<file path="config.mk">
export PLATFORM = sky130hd
export DESIGN_NAME = imem_arbiter
export DESIGN_NICKNAME = d
export VERILOG_FILES = /design/src/rtl/imem_arb_pkg.sv /design/src/rtl/imem_resp_buf.sv /design/src/rtl/imem_arbiter.sv
export SDC_FILE = /design/constraint.sdc
export NUM_CORES = 1
export LEC_CHECK = 0
export ABC_AREA = 0
export CAP_MARGIN = 20
export CORE_MARGIN = 2
export CORE_UTILIZATION = 41
export CTS_BUF_LIST = sky130_fd_sc_hd__clkbuf_8
export CTS_CLUSTER_SIZE = 12
export DETAILED_ROUTE_END_ITERATION = 10
export PLACE_DENSITY_LB_ADDON = 0.2
export SLEW_MARGIN = 20
export SYNTH_ARGS = -nofsm -noshare
export SYNTH_HDL_FRONTEND = slang
export SYNTH_SLANG_ARGS = --single-unit
</file>
<file path="constraint.sdc">
create_clock -name clk -period 6.3 [get_ports clk]
set_input_delay 1.575 -clock clk [delete_from_list [all_inputs] [get_ports clk]]
set_output_delay 1.575 -clock clk [all_outputs]
set_load 0.02 [all_outputs]
</file>
<file path="src/rtl/imem_arb_pkg.sv">
`default_nettype none
// ============================================================================
// Module   : imem_arb_pkg
// Purpose  : Shared constants for the instruction-memory read-port arbiter:
//            port indices, response-slot states and default widths.
// Revision : 1.0 - initial release
// ============================================================================
package imem_arb_pkg;

    // Default address / data widths
    localparam int DEF_AW = 32;
    localparam int DEF_DW = 32;

    // Port indices (also the encoding of the round-robin last-grant bit)
    localparam logic PORT_F = 1'b0;
    localparam logic PORT_D = 1'b1;

    // Response slot state encoding
    localparam logic RESP_EMPTY = 1'b0;
    localparam logic RESP_FULL  = 1'b1;

    // Width of the anti-starvation wait counter (holds MAX_WAIT up to 15)
    localparam int WAIT_CW = 4;

endpackage : imem_arb_pkg
`default_nettype wire

</file>
<file path="src/rtl/imem_resp_buf.sv">
`default_nettype none
// ============================================================================
// Module   : imem_resp_buf
// Purpose  : One registered response slot (EMPTY/FULL) with valid/ready
//            handshake. A load in the same cycle as a drain replaces the
//            old response with the new one, so there is no bubble.
// Revision : 1.0 - initial release
// ============================================================================
module imem_resp_buf
    import imem_arb_pkg::*;
#(
    parameter int DW = DEF_DW
) (
    input  logic          clk,
    input  logic          rst_n,
    input  logic          load,
    input  logic [DW-1:0] load_data,
    input  logic          load_err,
    input  logic          rready,
    output logic          rvalid,
    output logic [DW-1:0] rdata,
    output logic          err
);

    logic          r_state;
    logic          w_state_nxt;
    logic [DW-1:0] r_data;
    logic [DW-1:0] w_data_nxt;
    logic          r_err;
    logic          w_err_nxt;

    // State register: slot state plus its payload
    always_ff @(posedge clk or negedge rst_n) begin
        if (!rst_n) begin
            r_state <= RESP_EMPTY;
            r_data  <= '0;
            r_err   <= 1'b0;
        end else begin
            r_state <= w_state_nxt;
            r_data  <= w_data_nxt;
            r_err   <= w_err_nxt;
        end
    end

    // Next state: a new grant loads, an accepted response clears, else hold
    always_comb begin
        w_state_nxt = r_state;
        w_data_nxt  = r_data;
        w_err_nxt   = r_err;
        if (load) begin
            w_state_nxt = RESP_FULL;
            w_data_nxt  = load_data;
            w_err_nxt   = load_err;
        end else if ((r_state == RESP_FULL) && rready) begin
            w_state_nxt = RESP_EMPTY;
            w_data_nxt  = '0;
            w_err_nxt   = 1'b0;
        end
    end

    // Outputs: valid mirrors the FULL state, payload straight from registers
    always_comb begin
        rvalid = (r_state == RESP_FULL);
        rdata  = r_data;
        err    = r_err;
    end

endmodule : imem_resp_buf
`default_nettype wire

</file>
<file path="src/rtl/imem_arbiter.sv">
`default_nettype none
// ============================================================================
// Module   : imem_arbiter
// Purpose  : Shares the combinational imem read port between instruction
//            fetch (F) and debug/loader readback (D). Fixed priority F over D
//            with an anti-starvation wait counter, alignment checking and a
//            one-cycle registered response per port.
//            Build option IMEM_ARB_RR_EN: round-robin arbitration on a 1-bit
//            last-grant register replaces priority plus wait counter.
// Revision : 1.0 - initial release
// ============================================================================
module imem_arbiter
    import imem_arb_pkg::*;
#(
    parameter int AW       = DEF_AW,
    parameter int DW       = DEF_DW,
    parameter int MAX_WAIT = 4
) (
    input  logic          clk,
    input  logic          rst_n,
    // fetch port
    input  logic          f_req,
    input  logic [AW-1:0] f_addr,
    output logic          f_gnt,
    output logic          f_rvalid,
    output logic [DW-1:0] f_rdata,
    output logic          f_err,
    input  logic          f_rready,
    // debug port
    input  logic          d_req,
    input  logic [AW-1:0] d_addr,
    output logic          d_gnt,
    output logic          d_rvalid,
    output logic [DW-1:0] d_rdata,
    output logic          d_err,
    input  logic          d_rready,
    // imem read port
    output logic [AW-1:0] im_addr,
    output logic          im_r,
    input  logic [DW-1:0] im_rd
);

    logic [1:0]    w_req;
    logic [1:0]    w_rready;
    logic [1:0]    w_rvalid;
    logic [1:0]    w_err;
    logic [DW-1:0] w_rdata [2];
    logic [1:0]    w_elig;
    logic [1:0]    w_gnt;
    logic          w_pick_d;
    logic          w_any_gnt;
    logic [AW-1:0] w_gnt_addr;
    logic          w_aligned;
    logic [DW-1:0] w_load_data;

    assign w_req[PORT_F]    = f_req;
    assign w_req[PORT_D]    = d_req;
    assign w_rready[PORT_F] = f_rready;
    assign w_rready[PORT_D] = d_rready;

    // A port can take a new access if its slot is empty or draining now
    assign w_elig = w_req & (~w_rvalid | w_rready);

`ifdef IMEM_ARB_RR_EN
    logic r_last_grant;

    // Remember which port won last so the other wins the next contention
    always_ff @(posedge clk or negedge rst_n) begin
        if (!rst_n) begin
            r_last_grant <= PORT_F;
        end else if (w_any_gnt) begin
            r_last_grant <= w_gnt[PORT_D];
        end
    end

    assign w_pick_d = (r_last_grant == PORT_F);
`else
    localparam logic [WAIT_CW-1:0] c_max_wait = WAIT_CW'(MAX_WAIT);

    logic [WAIT_CW-1:0] r_wait_cnt;
    logic [WAIT_CW-1:0] w_wait_nxt;

    // Wait counter: count denied-but-eligible D cycles, clear on grant or idle
    always_comb begin
        w_wait_nxt = r_wait_cnt;
        if (w_gnt[PORT_D] || !d_req) begin
            w_wait_nxt = '0;
        end else if (w_elig[PORT_D] && (r_wait_cnt != c_max_wait)) begin
            w_wait_nxt = r_wait_cnt + 1'b1;
        end
    end

    // Wait counter register
    always_ff @(posedge clk or negedge rst_n) begin
        if (!rst_n) begin
            r_wait_cnt <= '0;
        end else begin
            r_wait_cnt <= w_wait_nxt;
        end
    end

    assign w_pick_d = (r_wait_cnt == c_max_wait);
`endif

    // Grant select: single eligible port wins, contention resolved by w_pick_d
    always_comb begin
        w_gnt = 2'b00;
        if (rst_n) begin
            if (w_elig[PORT_F] && w_elig[PORT_D]) begin
                if (w_pick_d) begin
                    w_gnt[PORT_D] = 1'b1;
                end else begin
                    w_gnt[PORT_F] = 1'b1;
                end
            end else if (w_elig[PORT_F]) begin
                w_gnt[PORT_F] = 1'b1;
            end else if (w_elig[PORT_D]) begin
                w_gnt[PORT_D] = 1'b1;
            end
        end
    end

    // Memory access: steer granted address, read only on word-aligned access
    always_comb begin
        w_any_gnt   = |w_gnt;
        w_gnt_addr  = w_gnt[PORT_D] ? d_addr : f_addr;
        w_aligned   = (w_gnt_addr[1:0] == 2'b00);
        im_addr     = w_any_gnt ? w_gnt_addr : '0;
        im_r        = w_any_gnt && w_aligned;
        w_load_data = w_aligned ? im_rd : '0;
    end

    genvar g;
    generate
        for (g = 0; g < 2; g++) begin : g_port
            imem_resp_buf #(
                .DW (DW)
            ) u_resp_buf (
                .clk       (clk),
                .rst_n     (rst_n),
                .load      (w_gnt[g]),
                .load_data (w_load_data),
                .load_err  (~w_aligned),
                .rready    (w_rready[g]),
                .rvalid    (w_rvalid[g]),
                .rdata     (w_rdata[g]),
                .err       (w_err[g])
            );
        end
    endgenerate

    assign f_gnt    = w_gnt[PORT_F];
    assign d_gnt    = w_gnt[PORT_D];
    assign f_rvalid = w_rvalid[PORT_F];
    assign d_rvalid = w_rvalid[PORT_D];
    assign f_rdata  = w_rdata[PORT_F];
    assign d_rdata  = w_rdata[PORT_D];
    assign f_err    = w_err[PORT_F];
    assign d_err    = w_err[PORT_D];

endmodule : imem_arbiter
`default_nettype wire

</file>
==> impl_results.md <==
- Outcome: finished, final reports clean
- Remaining DRCs: 0
- HPWL after DPL: 8.062 mm
- Synth-to-layout area growth: 68.22%
- First-pass GRT wire length: roughly 17 mm
- Total I/O pin count: 205
- Main combinational cell family by area after synthesis: compound AO/OA/AOI/OAI gates
- Fin. Hold Viols: 0
- Worst-case setup slack after placement: approximately 650 ps
- Fraction of the mapped netlist area in adder cells: 0.007468
- Post-synth top cells: sky130_fd_sc_hd__dfrtp_1 (72), sky130_fd_sc_hd__a22o_1 (70), sky130_fd_sc_hd__o21ai_0 (30), sky130_fd_sc_hd__nand3_1 (29), sky130_fd_sc_hd__a21oi_1 (28)
- Count of different cell masters after synthesis: 31
- Combined area of all synthesized cells: between 3000 and 4000 um^2
- Antenna-violating nets left: 0
- Count leader, synth: sky130_fd_sc_hd__dfrtp_1
- Top cells by area in the synthesized netlist: sky130_fd_sc_hd__dfrtp_1 (54%), sky130_fd_sc_hd__a22o_1 (18%), sky130_fd_sc_hd__o21ai_0 (4.5%)
- Post-route non-filler standard cell count: 598
- Setup TNS: 0 ps
- X dimension of the die: about 94 um
- Main flop type after synthesis: sky130_fd_sc_hd__dfrtp_1
- Final-report max-slew violation count: 0
- Slack of the critical path: ~630 ps
- Total Routed Length: 11.29 mm
- Via Count: around 3.3k
- Cell seen most often among critical-path stages: sky130_fd_sc_hd__clkdlybuf4s50_1
- Power per cell area: approximately 230 nW/um^2
- Standard cell with the maximum stage delay on the critical path: sky130_fd_sc_hd__clkdlybuf4s50_1
- Final Util: 0.7220
- # fillers: ~560
- Share of the synthesized netlist area taken by xor and xnor gates: 0.007842
- Sum of overflow across all layers after global routing: 0
- Total buffers and inverters traversed by the critical path: 2
- Worst Skew: between 7 and 8 ps
- Simple-gate area share of the yosys netlist: 0.08813
- Placement Rows: 32
- Floorplan Core Area: 7807 um^2
- Number of maximum-capacitance constraint violations: 0
- Largest driver fanout on the critical path: 27
- Clock slew at reported path FFs: 80 ps
- Largest net degree at the start of global routing: 73
- Post-Synthesis Net Count: approximately 400
- Post-CTS Setup Bufs: 0
- Peak supply drop: 143.6 uV
- Total power after layout: about 1.3 mW
- Initial core utilization: 0.4292
- Vertical extent of the die: ~94 um
- Die ar.: roughly 9000 um^2
- Unrepaired setup endpoints after global routing: false
- Total instance count after detailed placement: between 500 and 600
- Nets: ~600
- Most area-hungry cell type in the Yosys netlist: sky130_fd_sc_hd__dfrtp_1
- Post-synth top area share: 0.5377
- Mean instance size in the synthesized netlist: ~11 um^2
- Dominant delay contributor by cell family on the critical path: buffers and inverters
- Endpoint kind of the worst setup timing path: output pin
- Vias per std cell: 5.547
- Worst Path Arrival: 4100 ps
- Lkg Pwr: between 2 and 2.5 nW
- Share of the synthesized area in compound gates (AO/OA/AOI/OAI): 0.3025
- Master cell of the clock root buffer: sky130_fd_sc_hd__clkbuf_8
- Pre-antenna DRT Iters: 5
- Antenna Diode Count: 0
- Routability congestion estimate from global placement: 0.9556
- Number of DRC violations after detailed-routing iteration 0: 142
- Remaining max-slew budget at the tightest pin: 0.4142
- Sequential element share of the synthesized area: 0.5377
- Number of CTS-inserted buffers: 9
- Category of the critical setup timing path: in -> out
- Mux contribution to synthesized area: 0
- Data required, critical path: approximately 4700 ps
- Class of the worst hold path: reg -> reg
- Delay of the slowest critical-path stage: around 670 ps
- Area of the multi-input gates: between 1000 and 1500 um^2
- Final setup violation count: 0
- Cell-by-cell listing of the critical path: clkdlybuf4s50_1 > nand2b_1 > nand2_1 > a21o_1 > a21oi_1 > clkdlybuf4s50_1
- Shortest period the worst path allows: 5675 ps
- Fmax: about 180 MHz
- Initial antenna violation count: 0
- Clock tree from TritonCTS: done
- Wirelength per Cell: ~19 um
- Final clock period utilization by the worst path: 0.9007
- Number of global-route vias before repair: approximately 3.4k
- Skew-Pair Late Insertion Delay: ~330 ps
- Worst-Margin Slew: 878.6 ps
- Deepest level of the CTS H-tree: 3
- # port buffers: between 200 and 250
- Asr flop ratio synth: 1.000
- Count of state elements after synthesis: 72
- Setup crit start kind: input pin
- Num Clock Sinks: 72
- Fraction of layout cells with a size suffix above 1: 0.06250
- Count of instances resized after the clock tree is built: 0
- Post-CTS Hold Fix Bufs: 0
- Max clock buf depth: 2
- Total global-route track usage: 0.2541
- Post-synth EDFFs: 0
- Cells after Synth: ~300
- Synth warn: 0
- Flip-flop and latch area: roughly 1800 um^2
-- through the flow --
step	hold slack, ps	area (um^2)
after CTS	498.6	5637
after floorplan	533.6	3351
after detailed placement	476.7	5388
final	493.5	5637
after global routing	514.6	5637
after global placement	464.0	5388
-- power by group --
| group | switching [mW] | internal (mW) | total (mW) |
|---|---|---|---|
| Sequential | 0.0198 | 0.493 | 0.513 |
| Combinational | 0.166 | 0.170 | 0.336 |
| Clock | 0.182 | 0.268 | 0.450 |
-- cells by family (layout without fill, tap and decap cells) --
kind of cell | count (synthesis) | count (layout)
AOI/OAI and AO/OA | 136 | 136
xor gates and xnor gates | 3 | 3
adders and majority gates | 2 | 2
buffers and inverters | 32 | 230
DFF | 72 | 72
and+or+nand+nor | 53 | 53
-- registers in the layout, summed over array words and instances, names as in the netlist --
name                      flops
r_wait_cnt                    4
g_port.u_resp_buf.rvalid      2
g_port.u_resp_buf.err         2
g_port.u_resp_buf.rdata      64
-- cell type report --
class                           instances  area share
Multi-Input combinational cell        194      0.2417
Inverter                                5    0.003330
Timing Repair Buffer                  209      0.3685
Clock inverter                          7     0.02220
Clock buffer                            9     0.02198
Sequential cell                        72      0.3196
Tap cell                              102     0.02264
-- path summary, 6_finish.rpt --
path,start,to,slack (ps),depth (start not counted)
hold reg to reg,g_port[1].u_resp_buf.err,g_port[1].u_resp_buf.err,490,1
setup reg to reg,r_wait_cnt[0],g_port[1].u_resp_buf.rdata[11],3540,7
min in group asynchronous,rst_n,g_port[1].u_resp_buf.rdata[2],1480,2
hold / removal,g_port[1].u_resp_buf.err,g_port[1].u_resp_buf.err,490,1
max in group asynchronous,rst_n,r_wait_cnt[1],4250,2
setup / recovery,d_rready,im_addr[5],630,6
-- worst register-to-register path, cell delays in order, from the launching register on --
cell and delay [ps]:
sky130_fd_sc_hd__dfrtp_1 410, sky130_fd_sc_hd__inv_1 100, sky130_fd_sc_hd__ha_1 200, sky130_fd_sc_hd__nand3b_4 160, sky130_fd_sc_hd__a31oi_4 690, sky130_fd_sc_hd__and3_1 560, sky130_fd_sc_hd__buf_4 360, sky130_fd_sc_hd__a22o_1 210
-- routing by layer --
layer / vias to the layer above / share of wire / GRT usage
met5: - / 0 / 0
met4: 0 / 0.024 / 0.09179
met3: 18 / 0.079 / 0.06225
met2: 163 / 0.50 / 0.4363
met1: 1617 / 0.40 / 0.3120
li1: 1519 / - / -
-- cells in the final DEF, fill, tap and decap left out, types with 5 or more instances in the layout --
| cell type | count |
|---|---|
| sky130_fd_sc_hd__a21oi_1 | 28 |
| sky130_fd_sc_hd__a22o_1 | 70 |
| sky130_fd_sc_hd__buf_4 | 6 |
| sky130_fd_sc_hd__clkbuf_8 | 9 |
| sky130_fd_sc_hd__clkdlybuf4s50_1 | 203 |
| sky130_fd_sc_hd__dfrtp_1 | 72 |
| sky130_fd_sc_hd__inv_1 | 5 |
| sky130_fd_sc_hd__nand2_1 | 5 |
| sky130_fd_sc_hd__nand3_1 | 29 |
| sky130_fd_sc_hd__nor2_1 | 5 |
| sky130_fd_sc_hd__o21ai_0 | 30 |
Power figures use the tool's default switching activity.
